<file path="config.mk">
export PLATFORM = sky130hd
export DESIGN_NAME = seqdet_ctrl_flat
export DESIGN_NICKNAME = d
export VERILOG_FILES = /design/src/rtl/seqdet_ctrl_if.sv /design/src/rtl/seqdet_ctrl.sv /design/src/flat_wrapper.sv
export SDC_FILE = /design/constraint.sdc
export NUM_CORES = 1
export LEC_CHECK = 0
export CAP_MARGIN = 20
export CORE_MARGIN = 4
export CORE_UTILIZATION = 52
export DETAILED_ROUTE_END_ITERATION = 8
export GPL_ROUTABILITY_DRIVEN = 0
export PLACE_DENSITY_LB_ADDON = 0.3
export SYNTH_ARGS = -nofsm -noshare
export SYNTH_HDL_FRONTEND = slang
export SYNTH_SLANG_ARGS = --single-unit
</file>
<file path="constraint.sdc">
create_clock -name clk -period 3.7 [get_ports clk]
set_input_delay 0.74 -clock clk [delete_from_list [all_inputs] [get_ports clk]]
set_output_delay 0.74 -clock clk [all_outputs]
set_load 0.05 [all_outputs]
</file>
<file path="src/rtl/seqdet_ctrl_if.sv">
// Host-side channels of seqdet_ctrl: word input and result output, each valid/ready.
// Macro SEQDET_FIRST_IDX_EN adds the first_hit/first_idx result fields.
interface seqdet_ctrl_if #(
    parameter int unsigned WORD_W = 8,
    parameter int unsigned CNT_W  = $clog2(WORD_W + 1),
    parameter int unsigned IDX_W  = $clog2(WORD_W)
);
    logic              in_valid;
    logic              in_ready;
    logic [WORD_W-1:0] in_word;
    logic              out_valid;
    logic              out_ready;
    logic [CNT_W-1:0]  match_cnt;
`ifdef SEQDET_FIRST_IDX_EN
    logic              first_hit;
    logic [IDX_W-1:0]  first_idx;
`endif

    // Host side.
    modport master (
        output in_valid,
        output in_word,
        output out_ready,
        input  in_ready,
        input  out_valid,
`ifdef SEQDET_FIRST_IDX_EN
        input  first_hit,
        input  first_idx,
`endif
        input  match_cnt
    );

    // Controller side.
    modport slave (
        input  in_valid,
        input  in_word,
        input  out_ready,
        output in_ready,
        output out_valid,
`ifdef SEQDET_FIRST_IDX_EN
        output first_hit,
        output first_idx,
`endif
        output match_cnt
    );
endinterface

</file>
<file path="src/rtl/seqdet_ctrl.sv">
// Word-level sequencer for a bit-serial "1011" Mealy detector: clear, shift MSB-first, count hits.
// Macro SEQDET_FIRST_IDX_EN enables capture of the first match position.
module seqdet_ctrl #(
    parameter int unsigned WORD_W = 8,
    parameter int unsigned CNT_W  = $clog2(WORD_W + 1),
    parameter int unsigned IDX_W  = $clog2(WORD_W)
) (
    input  logic        clk,
    input  logic        rst_n,
    seqdet_ctrl_if.slave bus,
    output logic        det_rst,
    output logic        det_x,
    input  logic        det_y
);

    localparam logic [1:0] IDLE  = 2'd0;
    localparam logic [1:0] CLR   = 2'd1;
    localparam logic [1:0] SHIFT = 2'd2;
    localparam logic [1:0] DONE  = 2'd3;

    localparam logic [IDX_W-1:0] LAST_IDX = IDX_W'(WORD_W - 1);

    logic [1:0]        state_q, state_d;
    logic [WORD_W-1:0] sreg_q, sreg_d;
    logic [IDX_W-1:0]  bidx_q, bidx_d;
    logic [CNT_W-1:0]  cnt_q, cnt_d;
`ifdef SEQDET_FIRST_IDX_EN
    logic              hit_q, hit_d;
    logic [IDX_W-1:0]  fidx_q, fidx_d;
`endif

    always_comb begin
        state_d = state_q;
        sreg_d  = sreg_q;
        bidx_d  = bidx_q;
        cnt_d   = cnt_q;
`ifdef SEQDET_FIRST_IDX_EN
        hit_d   = hit_q;
        fidx_d  = fidx_q;
`endif
        case (state_q)
            IDLE: begin
                if (bus.in_valid) begin
                    sreg_d  = bus.in_word;
                    cnt_d   = '0;
                    bidx_d  = '0;
`ifdef SEQDET_FIRST_IDX_EN
                    hit_d   = 1'b0;
                    fidx_d  = '0;
`endif
                    state_d = CLR;
                end
            end
            CLR: begin
                bidx_d  = '0;
                state_d = SHIFT;
            end
            SHIFT: begin
                if (det_y) begin
                    cnt_d = cnt_q + CNT_W'(1);
`ifdef SEQDET_FIRST_IDX_EN
                    if (!hit_q) begin
                        hit_d  = 1'b1;
                        fidx_d = bidx_q;
                    end
`endif
                end
                sreg_d = {sreg_q[WORD_W-2:0], 1'b0};
                bidx_d = bidx_q + IDX_W'(1);
                if (bidx_q == LAST_IDX) begin
                    state_d = DONE;
                end
            end
            DONE: begin
                if (bus.out_ready) begin
                    state_d = IDLE;
                end
            end
            default: state_d = IDLE;
        endcase
    end

    always_ff @(posedge clk or negedge rst_n) begin
        if (!rst_n) begin
            state_q <= IDLE;
            sreg_q  <= '0;
            bidx_q  <= '0;
            cnt_q   <= '0;
`ifdef SEQDET_FIRST_IDX_EN
            hit_q   <= 1'b0;
            fidx_q  <= '0;
`endif
        end else begin
            state_q <= state_d;
            sreg_q  <= sreg_d;
            bidx_q  <= bidx_d;
            cnt_q   <= cnt_d;
`ifdef SEQDET_FIRST_IDX_EN
            hit_q   <= hit_d;
            fidx_q  <= fidx_d;
`endif
        end
    end

    // The detector is held in clear for the whole of reset, not just in CLR.
    assign det_rst       = ~rst_n | (state_q == CLR);
    assign det_x         = (state_q == SHIFT) & sreg_q[WORD_W-1];
    assign bus.in_ready  = (state_q == IDLE);
    assign bus.out_valid = (state_q == DONE);
    assign bus.match_cnt = cnt_q;
`ifdef SEQDET_FIRST_IDX_EN
    assign bus.first_hit = hit_q;
    assign bus.first_idx = fidx_q;
`endif

endmodule

</file>
<file path="src/flat_wrapper.sv">
// flat-port wrapper written by rule: the top's interface ports become plain ports
module seqdet_ctrl_flat 
#(
    parameter int unsigned WORD_W = 8,
    parameter int unsigned CNT_W  = $clog2(WORD_W + 1),
    parameter int unsigned IDX_W  = $clog2(WORD_W)
)
  (clk, rst_n, det_rst, det_x, det_y, bus_in_valid, bus_in_word, bus_out_ready, bus_in_ready, bus_out_valid, bus_match_cnt);
  seqdet_ctrl_if #(.WORD_W(WORD_W), .CNT_W(CNT_W), .IDX_W(IDX_W)) bus_i ();
  input  logic clk;
  input  logic rst_n;
  output logic det_rst;
  output logic det_x;
  input  logic det_y;
  input wire logic [$bits(bus_i.in_valid)-1:0] bus_in_valid;
  input wire logic [$bits(bus_i.in_word)-1:0] bus_in_word;
  input wire logic [$bits(bus_i.out_ready)-1:0] bus_out_ready;
  output wire logic [$bits(bus_i.in_ready)-1:0] bus_in_ready;
  output wire logic [$bits(bus_i.out_valid)-1:0] bus_out_valid;
  output wire logic [$bits(bus_i.match_cnt)-1:0] bus_match_cnt;
  assign bus_i.in_valid = bus_in_valid;
  assign bus_i.in_word = bus_in_word;
  assign bus_i.out_ready = bus_out_ready;
  assign bus_in_ready = bus_i.in_ready;
  assign bus_out_valid = bus_i.out_valid;
  assign bus_match_cnt = bus_i.match_cnt;
  seqdet_ctrl #(.WORD_W(WORD_W), .CNT_W(CNT_W), .IDX_W(IDX_W)) u_core (.clk(clk), .rst_n(rst_n), .bus(bus_i), .det_rst(det_rst), .det_x(det_x), .det_y(det_y));
endmodule
</file>
-- Word level (Yosys, flattened, before mapping)
Cells that the tools add are included.
- bits in registers: 17
- output and inout port bits: 8
- word-level logic and storage cells: 35
- add/sub/neg operators: 2
- equal/unequal tests: 8
- multiplexer cells: 11
- bitwise logic cells: 3
- reduce and logical (&&, ||, !) cells: 7
- operators with widths (kind ; count):
    8-bit case mux with 2 select lines ; 1
    3-bit case mux with 3 select lines ; 1
    4-bit 2-to-1 mux ; 2
    8-bit 2-to-1 mux ; 1
    2-bit case mux with 4 select lines ; 1
    4-bit case mux with 2 select lines ; 1
    2-bit 2-to-1 mux ; 3
    2-bit inequality test, second input constant ; 3
    3-bit AND reduction ; 2
    4-bit by 1-bit adder with 4-bit output, second input constant ; 1
    2-bit equality test, second input constant ; 2
    2-bit AND reduction ; 2
    3-bit by 1-bit adder with 3-bit output, second input constant ; 1
    3-bit equality test, second input constant ; 1
    3-bit 2-to-1 mux ; 1
    3-bit nonzero test ; 1
    2-bit by 1-bit equality test with 1-bit output, second input constant ; 1
    2-bit zero test ; 1
    2-bit by 1-bit inequality test with 1-bit output, second input constant ; 1
    2-bit nonzero test ; 1
    1-bit AND ; 1
    1-bit inverter ; 1
    1-bit bitwise OR ; 1

-- Logic depth before layout (Yosys ltp)
Gate-level depths: netlist of run 1.
- depth in word-level cells: 3
- gate-level depth with buffers: 6

-- Least setup slack after synthesis of run 1
Ideal clock, no wire load.
- path type: register to output
- start point: register u_core.state_q[0]
- end point: output det_x
- arrival time: 1.312 ns
- data required time: 2.960 ns
- slack: 1.648 ns
- stages on the path, launching flop included: 5
- buffers on the path: 1
- cells stage by stage: dfrtp_1 inv_1 ha_1 buf_2 and2_1
- longest elaborated chain between the ends: 2
- RTL lines (element ; line ; text):
    start, declared ; seqdet_ctrl.sv:23 ; logic [1:0] state_q, state_d;
    start signal, assigned ; seqdet_ctrl.sv:94 ; state_q <= state_d;
    2-bit equality test ; seqdet_ctrl.sv:107 ; assign det_x = (state_q == SHIFT) & sreg_q[WORD_W-1];
    1-bit AND ; seqdet_ctrl.sv:107 ;
    end, declared ; flat_wrapper.sv:13 ; output logic det_x;
Every way passes these cells.

-- Final worst setup path of run 1
Same ends and word-level chain as after synthesis.

==> impl_summary.txt, run 1 <==
----------------------------------------------------
[STA]
  Count of final max-slew check failures ... 0
  Setup WS post-layout ... 1.070 ns
  Worst Max-Slew Pin Slew ... 0.4965 ns
  Hold Fails Final Rpt ... 0
  Worst hold margin ... 0.4979 ns
  Post-route clock period utilization ... 71.09%
  Achievable clock frequency ... 380.2 MHz
  Clock Skew ... 0.002736 ns
  Setup TNS ... 0 ns
  Worst slew slack as a fraction of its limit ... 66.80%
  Count of final setup violators ... 0
  Clock period minus worst slack ... 2.630 ns
  RSZ-0062 raised after global routing ... no

[GRT]
  GR Util All Layers ... 15.05%
  Pin count of the biggest net entering global routing ... 25
  Met1 demand-to-capacity share in global routing ... 19.47%
  GR Overflow Total ... 0
  Via count of the first global-routing pass ... 716
  GRT busiest layer ... met2
  First-pass GRT wire length ... 2911 um
  Met3 layer usage reported by global route ... 4.217%
  GR Util met2 ... 23.26%
  Number of antenna violations at the first check in global routing ... 0

[Clocking]
  Deepest level of the CTS H-tree ... 1
  Clock buffer depth ... 2
  Number of setup buffers added after CTS ... 0
  Number of buffers added by the clock tree synthesis step ... 3
  Clock insertion delay at the later pin of the skew report ... 0.29 ns
  TritonCTS clock tree ... done
  Post-cts gate resize count ... 0
  Buffer type at the clock tree root ... clkbuf_4
  Register clock-pin slew on the reported worst setup and hold paths ... 0.10 ns
  Sinks on the clock net ... 17
  Number of buffers inserted for hold repair after clock tree synthesis ... 0

[Placed design]
  Post-DP Area ... 1142 sq um
  Cell count after placement ... 133
  HPWL after DPL ... 1217 um
  Total of buffers placed on input and output ports ... 20
  DP Worst Slack ... 1.234 ns

[Critical path]
  Crit path kind ... register to output pin
  Worst-path cell with the longest stage delay ... clkdlybuf4s50_1
  Data required time of the worst path ... 2.96 ns
  Series of cell instances along the critical path ... inv_1 > ha_1 > and2_1 > clkdlybuf4s50_1
  Crit-path max FO ... 4
  Worst Setup Start Kind ... register
  Crit end category ... output pin
  Data arrival at the endpoint of the critical path ... 1.89 ns
  Largest stage delay, worst path ... 0.80 ns

[Synth]
  Share of the synthesized area in the top cell type ... 46.13%
  Yosys warning count ... 0
  Top area cells in the synthesized netlist ... dfrtp_1 46%, ha_1 9.5%, mux2i_1 7.6%
  Synth Flop Type ... dfrtp_1
  Sequential share of the synthesized area ... 46.13%
  Number of enable flip-flop cells after synthesis ... 0
  Ranking of synthesized cells by instance count ... 17 x dfrtp_1, 15 x nand2_1, 12 x o21ai_1
  Asr flop ratio synth ... 100.0%
  Gate count after technology mapping ... 91
  Net count of the mapped netlist ... 111
  Dominant cell type by area after synthesis ... dfrtp_1
  Syn avg cell area ... 10.13 sq um
  Register bit total from synthesis ... 17
  Area of the mapped netlist ... 922.1 sq um
  Number of distinct library cells after synthesis ... 28
  Most instantiated library cell after synthesis ... dfrtp_1

[Run]
  Max cap viols ... 0

[Power and ir drop]
  Peak ir drop on the vdd network ... 0.5232 mV
  Total leakage power ... 0.5244 nW
  Ratio of total power to cell area ... 791.3 nW/um^2
  Total Power Consumption ... 0.9337 mW

[Finish]
  Sequential cell area ... 425.4 sq um
  Multi-input logic area ... 462.9 sq um
  Final net count ... 135
  Count of fill cells added during filler insertion ... 117
  Ratio of cells with drive above 1 in the final layout ... 8.772%
  Synth-to-Final Area Change ... 27.95%
  Number of standard cells in the layout, taps in and fillers out ... 138
  Share of the core filled with cells in the final layout ... 74.02%
  Antenna diode count ... 0
  Cell area after layout ... 1180 sq um

[Drt]
  Number of DRC violations after detailed routing ... 0
  Starting DRC count in detailed routing ... 4
  Number of routed nets with antenna violations ... 0
  Vias per cell ... 5.094
  Aggregate routed wire length ... 1662 um
  DR WL/cell ... 12.04 um
  Router iterations before antenna repair ... 4
  Via count ... 703

[Floorplan]
  Initial cell density of the core ... 57.85%
  Number of ports placed on the die boundary ... 21
  CORE AREA ... 1594 sq um
  Cell row count ... 14
  Die Y ... 50.11 um
  Horizontal die dimension ... 50.11 um
  Die ar. ... 2511 sq um

[Status]
  Status ... finished clean

[Min path]
  Path class of the lowest-slack min-delay path ... register to register

----------------------------------------------------
## flip-flops by register name, indices dropped and copies added, names as in the netlist
| name | flops |
|---|---|
| u_core.state_q | 2 |
| u_core.bidx_q | 3 |
| u_core.bus.match_cnt | 4 |
| u_core.sreg_q | 8 |
## placed cells by master, fill, tap and decap left out, types with 3 or more instances in the layout
cell type and instances:
clkbuf_4 3, nand2_1 15, ha_1 7, o21ai_1 12, clkdlybuf4s50_1 19, buf_4 3, mux2i_1 7, o21ai_0 4
dfrtp_1 17
## layout make-up
type	count	share of cell area (%)
multi-input combinational	67	39.24
sequential	17	36.06
timing repair buffer	23	18.98
tap	24	2.545
clock buffer	4	2.227
inverter	3	0.9544
## final timing paths
| path | to | slack [ns] | cells after the start | startpoint |
|---|---|---|---|---|
| max | det_x | 1.07 | 4 | u_core.state_q[0] |
| min | u_core.sreg_q[6] | 0.50 | 2 | u_core.sreg_q[6] |
| max reg2reg | u_core.bus.match_cnt[0] | 1.93 | 7 | u_core.state_q[0] |
| min reg2reg | u_core.sreg_q[6] | 0.50 | 2 | u_core.sreg_q[6] |
| max in group asynchronous | u_core.bidx_q[2] | 2.74 | 2 | rst_n |
| min in group asynchronous | u_core.bus.match_cnt[3] | 0.77 | 2 | rst_n |
## kinds of logic after synthesis
group | share of synthesized area, %
flops | 46.13
simple gates | 16.42
compound gates | 13.98
mux | 10.31
fa+ha+maj | 9.498
buf+inv | 3.663
## layer usage
layer | vias to the layer above | share of wire (%)
met5 | - | 0
met4 | 0 | 0.72
met3 | 2 | 5.5
met2 | 13 | 47
met1 | 321 | 47
li1 | 367 | -
## power by group
part	switching [mW]	internal (mW)
Combinational	0.309	0.214
Clock	0.0574	0.0419
Sequential	0.0505	0.260
## critical path: cells and delay by family, from the launching register on
kind | cells | cell delay, ns
and+or+nand+nor | 1 | 0.13
DFF | 1 | 0.42
adders and majority gates | 1 | 0.17
buffers and inverters | 2 | 0.90
Power figures use the tool's default switching activity.
==> inputs of run 2 (changes only) <==
--- a/config.mk
+++ b/config.mk
@@ -7,7 +7,7 @@
 export LEC_CHECK = 0
 export CAP_MARGIN = 20
 export CORE_MARGIN = 4
-export CORE_UTILIZATION = 52
+export CORE_UTILIZATION = 48
 export DETAILED_ROUTE_END_ITERATION = 8
 export GPL_ROUTABILITY_DRIVEN = 0
 export PLACE_DENSITY_LB_ADDON = 0.3
==> constraint.sdc (replaced) <==
create_clock -name clk -period 2.64 [get_ports clk]
set_input_delay 0.528 -clock clk [delete_from_list [all_inputs] [get_ports clk]]
set_output_delay 0.528 -clock clk [all_outputs]
set_load 0.05 [all_outputs]
==> run 2 against run 1 <==
Global-route usage increased by 0.34 points. Via count increased by 3.0%. Non-clock buffer count unchanged. Total power increased by 44%. Final cell count increased by 0.72%. Cell area increased by 1.7%. Setup slack got worse by 0.86 ns. Clock power increased by 42%. Die area increased by 7.0%. First-iteration DRC count increased by 75%. Clock skew decreased by 0.0017 ns. Core utilization decreased by 6.0 points. Critical endpoint is now bus_in_ready.
==> impl_summary.txt, run 2 (same netlist as run 1, synthesis figures left out) <==
----------------------------------------------------
[Critical path]
  Worst Setup Start Kind ... register
  Crit-path max FO ... 4
  Worst-path cell with the longest stage delay ... clkdlybuf4s50_1
  Largest stage delay, worst path ... 0.84 ns
  Series of cell instances along the critical path ... inv_1 > ha_1 > clkdlybuf4s50_1
  Crit path buf inv count ... 2
  Crit path kind ... register to output pin
  Critical path's top delay family ... buffers and inverters
  Data required time of the worst path ... 2.11 ns
  Crit end category ... output pin
  Data arrival at the endpoint of the critical path ... 1.90 ns

[GRT]
  Pin count of the biggest net entering global routing ... 19
  Number of antenna violations at the first check in global routing ... 0
  First-pass GRT wire length ... 3105 um
  GR Overflow Total ... 0
  GR Util All Layers ... 15.39%
  Via count of the first global-routing pass ... 734

[STA]
  Post-route clock period utilization ... 92.11%
  Worst Max-Slew Pin Slew ... 0.4935 ns
  Setup WS post-layout ... 0.2083 ns
  Clock Skew ... 0.001011 ns
  Count of final setup violators ... 0
  Setup TNS ... 0 ns
  Achievable clock frequency ... 411.2 MHz
  Count of final max-slew check failures ... 0
  RSZ-0062 raised after global routing ... no
  Hold Fails Final Rpt ... 0
  Worst slew slack as a fraction of its limit ... 67.00%
  Clock period minus worst slack ... 2.432 ns

[Finish]
  Largest Register ... u_core.sreg_q
  Highest-count cells in the layout ignoring fill and taps ... 18 x clkdlybuf4s50_1, 17 x dfrtp_1, 15 x nand2_1
  Final net count ... 135
  Ratio of cells with drive above 1 in the final layout ... 9.649%
  Antenna diode count ... 0
  Synth-to-Final Area Change ... 30.12%
  Number of flip-flops under the largest register name ... 8
  Most common cell after layout, fill and taps aside ... clkdlybuf4s50_1

[Drt]
  Number of DRC violations after detailed routing ... 0
  Number of routed nets with antenna violations ... 0
  Router iterations before antenna repair ... 4
  Vias per cell ... 5.209
  Via count ... 724
  Starting DRC count in detailed routing ... 7
  DR WL/cell ... 12.34 um
  Aggregate routed wire length ... 1715 um

[Clocking]
  Deepest level of the CTS H-tree ... 1
  Clock insertion delay at the later pin of the skew report ... 0.29 ns
  Sinks on the clock net ... 17
  Buffer type at the clock tree root ... clkbuf_4
  TritonCTS clock tree ... done
  Post-cts gate resize count ... 0
  Number of setup buffers added after CTS ... 0
  Number of buffers inserted for hold repair after clock tree synthesis ... 0
  Register clock-pin slew on the reported worst setup and hold paths ... 0.10 ns
  Number of buffers added by the clock tree synthesis step ... 3
  Clock buffer depth ... 2

[Power and ir drop]
  Peak ir drop on the vdd network ... 0.8138 mV
  Total leakage power ... 0.5329 nW
  Ratio of total power to cell area ... 1117 nW/um^2

[Status]
  Status ... finished clean

[Placed design]
  HPWL after DPL ... 1326 um
  DP Worst Slack ... 0.5292 ns
  Total of buffers placed on input and output ports ... 20

[Floorplan]
  Number of ports placed on the die boundary ... 21
  Initial cell density of the core ... 52.27%
  Horizontal die dimension ... 51.83 um
  Cell row count ... 15
  Die Y ... 51.83 um
  CORE AREA ... 1764 sq um
  Die ar. ... 2686 sq um

[Min path]
  Path class of the lowest-slack min-delay path ... register to register

[Run]
  Max cap viols ... 0

----------------------------------------------------
run 2: changes by cell type in the layout (fill, tap and decap cells not counted):
cell             before  now
buf_12                0    2
buf_6                 1    0
clkdlybuf4s50_1      19   18
run 2: area by class of cell:
cell class | instances | area, sq um
clock buffers | 4 | 26.28
repair buffers | 23 | 242.7
inverters | 3 | 11.26
multi-input cells | 67 | 462.9
well taps | 25 | 31.28
fillers | 148 | 564.3
flip-flops and latches | 17 | 425.4
run 2: worst reg2reg max path, stage by stage (launching register included):
cell,delay (ns)
dfrtp_1,0.43
inv_1,0.10
ha_1,0.41
mux2i_2,0.21
buf_4,0.24
o41ai_1,0.30
run 2: per-stage QoR:
step / std cells / instance area (sq um) / total power, mW / util, % / hold WS (ns)
global placement: 135 / 1174 / 1.182 / 66.52 / 0.4613
global route: 139 / 1200 / 1.454 / 68.01 / 0.5132
floorplan: 91 / 922.1 / 0.9936 / - / 0.2324
finish: 139 / 1200 / 1.340 / 68.01 / 0.4956
detailed placement: 135 / 1174 / 1.215 / 66.52 / 0.4783
CTS: 139 / 1200 / 1.357 / 68.01 / 0.5007
run 2: final timing paths:
| kind | slack (ns) | startpoint | end | depth (start not counted) |
|---|---|---|---|---|
| worst max-delay path | 0.21 | u_core.state_q[0] | bus_in_ready | 3 |
| worst min-delay path | 0.50 | u_core.sreg_q[7] | u_core.sreg_q[7] | 2 |
| worst max register to register | 0.85 | u_core.state_q[0] | u_core.bus.match_cnt[3] | 5 |
| worst min register to register | 0.50 | u_core.sreg_q[7] | u_core.sreg_q[7] | 2 |
| max in group asynchronous | 1.87 | rst_n | u_core.sreg_q[3] | 2 |
| min in group asynchronous | 0.59 | rst_n | u_core.bus.match_cnt[0] | 2 |
run 2: routing by layer:
layer | vias up | track usage [%] | share of wire (%)
met2 | 13 | 26.15 | 47
met1 | 343 | 18.50 | 47
met5 | - | 0 | 0
met4 | 0 | 9.170 | 2.4
li1 | 363 | - | -
met3 | 5 | 1.719 | 3.3
run 2: report_power, final:
group | leakage, nW | switching [mW] | internal [mW]
combinational | 0.299 | 0.446 | 0.320
sequential | 0.219 | 0.0688 | 0.364
clock | 0.0150 | 0.0824 | 0.0588
total | 0.533 | 0.597 | 0.743
